File: src/rtl/ibex_pkg.sv
// Shared types for the EX issue controller slice: ALU / MUL-DIV operator encodings,
// M-extension variant selector and the issue-controller state enum.
// Latency: n/a (types only). Backpressure: n/a.
package ibex_pkg;

  typedef enum integer {
    RV32MNone        = 0,
    RV32MSlow        = 1,
    RV32MFast        = 2,
    RV32MSingleCycle = 3
  } rv32m_e;

  typedef enum logic [6:0] {
    ALU_ADD,
    ALU_SUB,
    ALU_XOR,
    ALU_OR,
    ALU_AND,
    ALU_SLL,
    ALU_SRL,
    ALU_SRA,
    ALU_SLT,
    ALU_SLTU
  } alu_op_e;

  typedef enum logic [1:0] {
    MD_OP_MULL,
    MD_OP_MULH,
    MD_OP_DIV,
    MD_OP_REM
  } md_op_e;

  typedef enum logic [1:0] {
    IDLE,
    EXEC,
    WB
  } ex_issue_state_e;

  localparam int unsigned ImdValWidth = 34;

  // True when the configuration carries a MUL/DIV unit at all.
  function automatic logic md_present(rv32m_e variant);
    return variant != RV32MNone;
  endfunction

endpackage

File: src/rtl/ibex_ex_imd_val_reg.sv
// Two 34-bit intermediate-value registers that EX reads back on later cycles of a multi-cycle op.
// Latency: write visible on q_o one cycle after we_i. Backpressure: none (always accepts writes).
// Ports: clk_i/rst_i, clear_i (sync clear, wins over writes), we_i[1:0], d_i[2], q_o[2].
module ibex_ex_imd_val_reg
  import ibex_pkg::*;
(
  input  logic                   clk_i,
  input  logic                   rst_i,
  input  logic                   clear_i,
  input  logic [1:0]             we_i,
  input  logic [ImdValWidth-1:0] d_i [2],
  output logic [ImdValWidth-1:0] q_o [2]
);

  always_ff @(posedge clk_i or posedge rst_i) begin
    if (rst_i) begin
      q_o[0] <= '0;
      q_o[1] <= '0;
    end else begin
      for (int i = 0; i < 2; i++) begin
        if (clear_i) begin
          q_o[i] <= '0;
        end else if (we_i[i]) begin
          q_o[i] <= d_i[i];
        end
      end
    end
  end

endmodule

File: src/rtl/ibex_ex_issue_ctrl.sv
// Issue-side controller for EX: holds one instruction's operands over multi-cycle execution,
// drives ALU/MUL-DIV strobes, owns the intermediate-value regs, and hands the result to writeback.
// Latency: accept at N, EXEC from N+1, wb_valid one cycle after ex_valid. Backpressure: wb_ready
// low holds the result in WB and blocks issue; a retiring WB cycle can accept the next instruction.
// Ports: issue_* (ID side), alu_*/multdiv_*/mult_*/div_*/imd_val_* (EX side), ex_valid_i/result_ex_i,
// wb_* (writeback handshake + payload), flush_i, exec_cycles_o (cycles spent in EXEC).
module ibex_ex_issue_ctrl
  import ibex_pkg::*;
#(
  parameter rv32m_e      RV32M    = RV32MFast,
  parameter int unsigned CntWidth = 6
) (
  input  logic                   clk_i,
  input  logic                   rst_i,

  input  logic                   issue_valid_i,
  output logic                   issue_ready_o,
  input  alu_op_e                issue_alu_op_i,
  input  md_op_e                 issue_md_op_i,
  input  logic                   issue_mult_i,
  input  logic                   issue_div_i,
  input  logic [1:0]             issue_signed_mode_i,
  input  logic [31:0]            issue_op_a_i,
  input  logic [31:0]            issue_op_b_i,
  input  logic [4:0]             issue_rd_i,
  input  logic                   issue_we_i,
  input  logic                   flush_i,

  output alu_op_e                alu_operator_o,
  output logic [31:0]            alu_operand_a_o,
  output logic [31:0]            alu_operand_b_o,
  output logic                   alu_instr_first_cycle_o,

  output md_op_e                 multdiv_operator_o,
  output logic [1:0]             multdiv_signed_mode_o,
  output logic [31:0]            multdiv_operand_a_o,
  output logic [31:0]            multdiv_operand_b_o,
  output logic                   mult_en_o,
  output logic                   div_en_o,
  output logic                   mult_sel_o,
  output logic                   div_sel_o,
  output logic                   multdiv_ready_id_o,

  input  logic [1:0]             imd_val_we_i,
  input  logic [ImdValWidth-1:0] imd_val_d_i [2],
  output logic [ImdValWidth-1:0] imd_val_q_o [2],

  input  logic [31:0]            result_ex_i,
  input  logic                   ex_valid_i,

  output logic                   wb_valid_o,
  input  logic                   wb_ready_i,
  output logic [4:0]             wb_rd_o,
  output logic                   wb_we_o,
  output logic [31:0]            wb_data_o,

  output logic [CntWidth-1:0]    exec_cycles_o
);

  localparam logic MdEnabled = md_present(RV32M);

  ex_issue_state_e     state_q;
  alu_op_e             alu_op_q;
  md_op_e              md_op_q;
  logic [1:0]          signed_q;
  logic [31:0]         op_a_q;
  logic [31:0]         op_b_q;
  logic [4:0]          rd_q;
  logic                we_q;

  logic                first_q;
  logic                mult_en_q;
  logic                div_en_q;
  logic                mult_sel_q;
  logic                div_sel_q;
  logic                md_ready_q;

  logic                wb_valid_q;
  logic [4:0]          wb_rd_q;
  logic                wb_we_q;
  logic [31:0]         wb_data_q;
  logic [CntWidth-1:0] cnt_q;

  logic                accept;
  logic                imd_clear;
  logic [1:0]          imd_we;

  // A retiring WB cycle doubles as an issue slot, giving back-to-back issue without a bubble.
  assign issue_ready_o = ~flush_i & ((state_q == IDLE) | ((state_q == WB) & wb_ready_i));
  assign accept        = issue_valid_i & issue_ready_o;

  // New instruction starts with clean intermediate state; flush discards it.
  assign imd_clear = accept | flush_i;
  assign imd_we    = (state_q == EXEC) ? imd_val_we_i : 2'b00;

  always_ff @(posedge clk_i or posedge rst_i) begin
    if (rst_i) begin
      state_q    <= IDLE;
      alu_op_q   <= ALU_ADD;
      md_op_q    <= MD_OP_MULL;
      signed_q   <= '0;
      op_a_q     <= '0;
      op_b_q     <= '0;
      rd_q       <= '0;
      we_q       <= 1'b0;
      first_q    <= 1'b0;
      mult_en_q  <= 1'b0;
      div_en_q   <= 1'b0;
      mult_sel_q <= 1'b0;
      div_sel_q  <= 1'b0;
      md_ready_q <= 1'b0;
      wb_valid_q <= 1'b0;
      wb_rd_q    <= '0;
      wb_we_q    <= 1'b0;
      wb_data_q  <= '0;
      cnt_q      <= '0;
    end else if (accept) begin
      state_q    <= EXEC;
      alu_op_q   <= issue_alu_op_i;
      md_op_q    <= issue_md_op_i;
      signed_q   <= issue_signed_mode_i;
      op_a_q     <= issue_op_a_i;
      op_b_q     <= issue_op_b_i;
      rd_q       <= issue_rd_i;
      we_q       <= issue_we_i;
      first_q    <= 1'b1;
      mult_en_q  <= issue_mult_i & MdEnabled;
      div_en_q   <= issue_div_i & MdEnabled;
      mult_sel_q <= issue_mult_i & MdEnabled;
      div_sel_q  <= issue_div_i & MdEnabled;
      md_ready_q <= 1'b1;
      wb_valid_q <= 1'b0;
      cnt_q      <= '0;
    end else begin
      case (state_q)
        EXEC: begin
          first_q <= 1'b0;
          if (cnt_q != '1) begin
            cnt_q <= cnt_q + CntWidth'(1);
          end
          if (flush_i) begin
            state_q    <= IDLE;
            mult_en_q  <= 1'b0;
            div_en_q   <= 1'b0;
            mult_sel_q <= 1'b0;
            div_sel_q  <= 1'b0;
            md_ready_q <= 1'b0;
          end else if (ex_valid_i) begin
            state_q    <= WB;
            mult_en_q  <= 1'b0;
            div_en_q   <= 1'b0;
            md_ready_q <= 1'b0;
            wb_valid_q <= 1'b1;
            wb_data_q  <= result_ex_i;
            wb_rd_q    <= rd_q;
            wb_we_q    <= we_q;
          end
        end
        WB: begin
          // Flush with wb_ready high still retires: the handshake completes this cycle.
          if (flush_i | wb_ready_i) begin
            state_q    <= IDLE;
            wb_valid_q <= 1'b0;
            mult_sel_q <= 1'b0;
            div_sel_q  <= 1'b0;
          end
        end
        default: begin
        end
      endcase
    end
  end

  assign alu_operator_o          = alu_op_q;
  assign alu_operand_a_o         = op_a_q;
  assign alu_operand_b_o         = op_b_q;
  assign alu_instr_first_cycle_o = first_q;

  assign multdiv_operator_o      = md_op_q;
  assign multdiv_signed_mode_o   = signed_q;
  assign multdiv_operand_a_o     = op_a_q;
  assign multdiv_operand_b_o     = op_b_q;
  assign mult_en_o               = mult_en_q;
  assign div_en_o                = div_en_q;
  assign mult_sel_o              = mult_sel_q;
  assign div_sel_o               = div_sel_q;
  assign multdiv_ready_id_o      = md_ready_q;

  assign wb_valid_o              = wb_valid_q;
  assign wb_rd_o                 = wb_rd_q;
  assign wb_we_o                 = wb_we_q;
  assign wb_data_o               = wb_data_q;
  assign exec_cycles_o           = cnt_q;

  ibex_ex_imd_val_reg u_imd_val_reg (
    .clk_i   (clk_i),
    .rst_i   (rst_i),
    .clear_i (imd_clear),
    .we_i    (imd_we),
    .d_i     (imd_val_d_i),
    .q_o     (imd_val_q_o)
  );

endmodule

File: config.mk
export PLATFORM = sky130hd
export DESIGN_NAME = ibex_ex_issue_ctrl
export DESIGN_NICKNAME = d
export VERILOG_FILES = /design/src/rtl/ibex_pkg.sv /design/src/rtl/ibex_ex_imd_val_reg.sv /design/src/rtl/ibex_ex_issue_ctrl.sv
export SDC_FILE = /design/constraint.sdc
export NUM_CORES = 1
export LEC_CHECK = 0
export CAP_MARGIN = 10
export CORE_AREA = 2 2 175 177
export CTS_CLUSTER_SIZE = 16
export DETAILED_ROUTE_END_ITERATION = 10
export DIE_AREA = 0 0 177 179
export PLACE_DENSITY_LB_ADDON = 0.3
export SLEW_MARGIN = 20
export SYNTH_ARGS = -nofsm -noshare
export SYNTH_HDL_FRONTEND = slang
export SYNTH_SLANG_ARGS = --single-unit
export TNS_END_PERCENT = 10
File: constraint.sdc
create_clock -name clk_i -period 10.3 [get_ports clk_i]
set_input_delay 1.03 -clock clk_i [delete_from_list [all_inputs] [get_ports clk_i]]
set_output_delay 1.03 -clock clk_i [all_outputs]
set_load 0.01 [all_outputs]
==> results.json, run 1 <==
{
  "arrival_ns": 2.68,
  "hold_start": "multdiv_ready_id_o",
  "synth_area_mm2": 0.008403,
  "yosysSeqAreaShare_pct": 60.15,
  "clk_pin_slew_ns": 0.06,
  "nNetsFinal": 1264,
  "fp-row-count": 64,
  "period_minus_slack_ns": 3.711,
  "worst-setup-path-type": "primary input to output port",
  "clock_latency_ns": 0.52,
  "top_layer": "met5",
  "vias": 6536,
  "crit_path_end_kind": "output port",
  "synthDominantCellAreaShare_pct": 60.15,
  "syn_avg_cell_area_um2": 12.13,
  "yosysMostFrequentCell": "dfrtp_1",
  "final_hold_viol_count": 0,
  "cts.sinks": 202,
  "async_reset_ff_share_pct": 100.0,
  "p_per_area_mw_per_mm2": 281.5,
  "clock-root-buffer": "clkbuf_16",
  "drc": 0,
  "rr_startpoint": "state_q[1]",
  "rsz0062_at_grt": "false",
  "drive_gt1_share_pct": 11.83,
  "wl_per_cell_um": 17.87,
  "cts-htree-levels": 1,
  "min_path_cells": 1,
  "clock_path_buffers": 3,
  "ctsHoldBuffers": 0,
  "synth_flop_cell": "dfrtp_1",
  "globalplace.congestion": 0.7436,
  "fin_worst_skew_ns": 0.01054,
  "leakage_nw": 5.543,
  "final_area_mm2": 0.01359,
  "cpPeakStageDelay_ns": 0.55,
  "cp_slowest_cell": "nor2b_1",
  "ios": 450,
  "placed_area_mm2": 0.01275,
  "ir_drop_mv": 0.1161,
  "vias_per_cell": 4.398,
  "antenna_found_initial": 2,
  "core_mm2": 0.03003,
  "rrSetupSlack_ns": 7.60,
  "synth_area_leaders": "dfrtp_1, mux2_2, nand2_1, mux2_1, buf_4",
  "tns_ns": 0,
  "hold_end": "multdiv_ready_id_o",
  "ant_nets": 0,
  "netlist_instances": 693,
  "cts_buffers": 24,
  "finalCritPeriodShare_pct": 36.03,
  "antenna_cells": 0,
  "worst_r2r_endpoint": "alu_operand_b_o[15]",
  "hpwl_um": 19000,
  "grt_pass1_wl_um": 39120,
  "hold_path.class": "flip-flop to flip-flop",
  "setup_viol": 0,
  "worstPathRequired_ns": 9.27,
  "path_max_fanout": 9,
  "slew_headroom_pct": 30.38,
  "cap_violations": 0,
  "wl_met1_um": 9920,
  "groute.usage.overall_pct": 16.00,
  "grt_pass1_vias": 6470,
  "cpMostUsedCell": "clkdlybuf4s50_1",
  "grt_max_degree": 126,
  "r2r_cells": 5,
  "dieHeight_um": 179,
  "wl_met3_um": 2720,
  "postCtsSetupBuffers": 0,
  "syn_nets": 885,
  "synthDistinctLibCells": 39,
  "first_pass_iters": 4,
  "portBuffers": 449,
  "cts_tree": "built",
  "synth_edf_count": 0,
  "synth_top_area_cell": "dfrtp_1",
  "syn_to_final_growth_pct": 61.67,
  "grt_overflow_total": 0,
  "synth-warning-count": 0,
  "final_max_slew_viol_count": 0,
  "wirelength_um": 26560,
  "timing.fmax_mhz": 269.5,
  "die_area_mm2": 0.03168,
  "synth-seq-cells": 202,
  "worst_pin_slew_ns": 1.044,
  "whs_ns": 0.4813,
  "ctsResizeCount": 0,
  "first_iter_violations": 216,
  "crit_path_start_kind": "primary input",
  "status": "finished clean",
  "start_util_pct": 27.98,
  "fp.dieW_um": 177,
  "cp_cell_sequence": "clkdlybuf4s50_1, nor2b_1, nor3_1, clkdlybuf4s50_1",
  "yosys-top-cells-count": "dfrtp_1, nand2_1, mux2_2, a21oi_1, buf_4",
  "dr_wl_met2_um": 13290
}
## routing by layer
| layer | GRT usage, % | vias to the layer above |
|---|---|---|
| met5 | 0 | - |
| met4 | 3.891 | 2 |
| met3 | 6.128 | 36 |
| met2 | 27.59 | 286 |
| met1 | 18.71 | 3172 |
| li1 | - | 3040 |
## per-stage QoR
stage                     setup slack [ns]  power [W]  util, %  std cells
after floorplan                      3.759   0.002085        -        693
after global placement               6.541   0.002951    42.47       1442
after detailed placement             6.497   0.002979    42.47       1442
after CTS                            6.537   0.003901    45.23       1486
after global routing                 6.429   0.004054    45.24       1486
final                                6.589   0.003824    45.24       1486
## registers in the layout, indices dropped and copies added (netlist names), 2 cells and up
signal and cells:
wb_rd_o 5, exec_cycles_o 6, state_q 2, rd_q 5, multdiv_operator_o 2, alu_operand_b_o 32
alu_operator_o 7, multdiv_signed_mode_o 2, u_imd_val_reg.q_o 68, alu_operand_a_o 32, wb_data_o 32
## area by class of cell
class                      instances  area (um^2)
tap                              396        495.5
fill                            2847        16440
multi-input combinational        383         2625
timing repair buffer             457         4558
sequential                       202         5055
inverter                           4        22.52
clock inverter                    13        161.4
clock buffer                      31        668.1
## worst max-delay path: cells and delay by family
family / cells / cell delay [ns]
buffers and inverters: 2 / 1.01
and+or+nand+nor: 2 / 0.64
## worst max path at each step
stage	from	end	slack, ns	cells after the start
finish	wb_ready_i	issue_ready_o	6.59	4
global route	wb_ready_i	issue_ready_o	6.43	4
CTS	wb_ready_i	issue_ready_o	6.54	4
detailed placement	flush_i	alu_operand_b_o[30]	6.50	6
global placement	flush_i	alu_operand_b_o[15]	6.54	6
floorplan	rst_i	alu_instr_first_cycle_o	3.76	1
## placed cells by master (no fill, tap or decap), types with 7 or more instances in the layout
cell             synthesis  routed
buf_4                   66       7
a21oi_1                 71      71
clkbuf_16                0      25
dfrtp_1                202     202
nand2_1                139     139
clkdlybuf4s50_1          0     449
mux2_1                  46      46
mux2_2                  74      74
## kinds of logic (layout without fill, tap and decap cells)
group	count (synthesis)	in the layout	share of synthesized area [%]
compound gates	89	89	5.822
xor+xnor	1	1	0.1042
fa+ha+maj	1	1	0.1489
buf+inv	108	505	8.621
flops	202	202	60.15
mux	123	123	16.44
simple gates	169	169	8.711
## report_power, final
| group | switching (W) | internal [W] |
|---|---|---|
| Sequential | 0.000213 | 0.00109 |
| Clock | 0.000358 | 0.000537 |
| Combinational | 0.000653 | 0.000976 |
| Total | 0.00122 | 0.00260 |
No activity file was read; power rests on OpenSTA's default activity.
==> run 2, diff against run 1 <==
--- a/config.mk
+++ b/config.mk
@@ -6,10 +6,10 @@
 export NUM_CORES = 1
 export LEC_CHECK = 0
 export CAP_MARGIN = 10
-export CORE_AREA = 2 2 175 177
+export CORE_AREA = 2 2 174 176
 export CTS_CLUSTER_SIZE = 16
 export DETAILED_ROUTE_END_ITERATION = 10
-export DIE_AREA = 0 0 177 179
+export DIE_AREA = 0 0 176 178
 export PLACE_DENSITY_LB_ADDON = 0.3
 export SLEW_MARGIN = 20
 export SYNTH_ARGS = -nofsm -noshare
==> constraint.sdc (replaced) <==
create_clock -name clk_i -period 3.5 [get_ports clk_i]
set_input_delay 0.35 -clock clk_i [delete_from_list [all_inputs] [get_ports clk_i]]
set_output_delay 0.35 -clock clk_i [all_outputs]
set_load 0.01 [all_outputs]
==> run 2 against run 1 <==
Against the previous run:
- largest power group unchanged
- critical path type is now flip-flop to output port
- sequential share of layout area fell by 0.28 points
- combinational power rose to 2.9 times the previous value
- hold slack got worse by 0.25 ns
- largest cell class unchanged
- highest routed layer is now met4
==> results.json, run 2 (synthesis gave the netlist of run 1 again) <==
{
  "mostFrequentLayoutCell": "clkdlybuf4s50_1",
  "die_area_mm2": 0.03133,
  "portBuffers": 449,
  "groute.usage.overall_pct": 15.63,
  "cp_cell_sequence": "nor2b_1, nor3_1, clkdlybuf4s50_1",
  "cp_num_cells": 3,
  "arrival_ns": 2.39,
  "timing.fmax_mhz": 365.3,
  "dp_cells": 1443,
  "fin_cells": 1483,
  "start_util_pct": 28.58,
  "whs_ns": 0.2299,
  "leakage_nw": 5.603,
  "ir_drop_mv": 0.2790,
  "final_hold_viol_count": 0,
  "crit_path_end_kind": "output port",
  "dieHeight_um": 178,
  "path_max_fanout": 13,
  "cap_violations": 0,
  "hpwl_um": 18870,
  "hold_path.class": "primary input to asynchronous set/reset pin",
  "period_minus_slack_ns": 2.737,
  "grt_pass1_wl_um": 38200,
  "drive_gt1_share_pct": 12.17,
  "worst_pin_slew_ns": 0.7975,
  "cts-htree-levels": 1,
  "cts_buffers": 24,
  "syn_to_final_growth_pct": 62.88,
  "largest_register_ffs": 68,
  "antenna_cells": 0,
  "clock_path_buffers": 3,
  "fin_worst_skew_ns": 0.01056,
  "final_cell_mix": "clkdlybuf4s50_1, dfrtp_1, nand2_1",
  "grt_max_degree": 76,
  "fp.dieW_um": 176,
  "wl_per_cell_um": 17.06,
  "first_pass_iters": 6,
  "crit_family": "simple AND/OR/NAND/NOR gates",
  "finalCritPeriodShare_pct": 78.21,
  "r2r_cells": 4,
  "crit_path_start_kind": "flip-flop",
  "drc": 0,
  "first_iter_violations": 224,
  "worst_r2r_endpoint": "alu_operand_a_o[30]",
  "rr_startpoint": "state_q[1]",
  "grt_pass1_vias": 6486,
  "ctsHoldBuffers": 0,
  "nNetsFinal": 1271,
  "slew_headroom_pct": 46.84,
  "worstPathRequired_ns": 3.15,
  "final_max_slew_viol_count": 0,
  "wirelength_um": 25300,
  "ios": 450,
  "core_mm2": 0.02940,
  "regMostFlops": "u_imd_val_reg.q_o",
  "clk_pin_slew_ns": 0.06,
  "cp_slowest_cell": "nor2b_1",
  "clock-root-buffer": "clkbuf_16",
  "cts_tree": "built",
  "tns_ns": 0,
  "grt_overflow_total": 0,
  "fillers": 2705,
  "setup_viol": 0,
  "postCtsSetupBuffers": 0,
  "fp-row-count": 63,
  "antenna_found_initial": 0,
  "ant_nets": 0,
  "timing.critical_path.buf_inv": 1,
  "status": "finished clean",
  "cpPeakStageDelay_ns": 0.67,
  "vias_per_cell": 4.363,
  "globalplace.congestion": 0.7672,
  "worst-setup-path-type": "flip-flop to output port",
  "clock_latency_ns": 0.51,
  "ctsResizeCount": 0,
  "vias": 6471,
  "rsz0062_at_grt": "false",
  "cts.sinks": 202,
  "rrSetupSlack_ns": 1.30,
  "p_per_area_mw_per_mm2": 816.8
}
[run 2: routing by layer]
| layer | part of all wire (%) | wire length, um | track usage [%] |
|---|---|---|---|
| met4 | 1.7 | 418 | 3.581 |
| met3 | 10 | 2597 | 5.840 |
| met2 | 51 | 12870 | 27.66 |
| met5 | 0 | 0 | 0 |
| met1 | 37 | 9413 | 17.97 |
[run 2: area by class of cell]
cell class                 instances  area, um^2  share of cell area [%]
clock inverter                     7       112.6                  0.8227
tap                              390       488.0                   3.565
timing repair buffer             464        4682                   34.21
sequential                       202        5055                   36.93
multi-input combinational        383        2625                   19.18
clock buffer                      33       705.7                   5.156
inverter                           4       18.77                  0.1371
[run 2: how the worst max path moves through the flow]
stage,end,startpoint,slack [ns]
finish,issue_ready_o,state_q[1],0.76
detailed placement,alu_operand_a_o[30],flush_i,0.90
global placement,alu_operand_a_o[12],flush_i,0.97
global route,issue_ready_o,state_q[1],0.56
floorplan,alu_instr_first_cycle_o,rst_i,0.53
CTS,issue_ready_o,state_q[1],0.74
[run 2: metrics by stage]
step | total power, W | instance area [um^2] | setup WS (ns) | util, %
2_1_floorplan | 0.006135 | 8407 | 0.5337 | -
3_3_place_gp | 0.008672 | 12870 | 0.9717 | 43.77
3_5_place_dp | 0.008747 | 12870 | 0.8978 | 43.77
4_1_cts | 0.01139 | 13690 | 0.7378 | 46.55
5_1_grt | 0.01186 | 13690 | 0.5638 | 46.55
6_report | 0.01118 | 13690 | 0.7628 | 46.55
[run 2: report_power, final]
group | switching [W] | leakage, nW | internal (W)
clock | 0.000957 | 0.402 | 0.00162
sequential | 0.000634 | 2.54 | 0.00320
combinational | 0.00187 | 2.66 | 0.00290
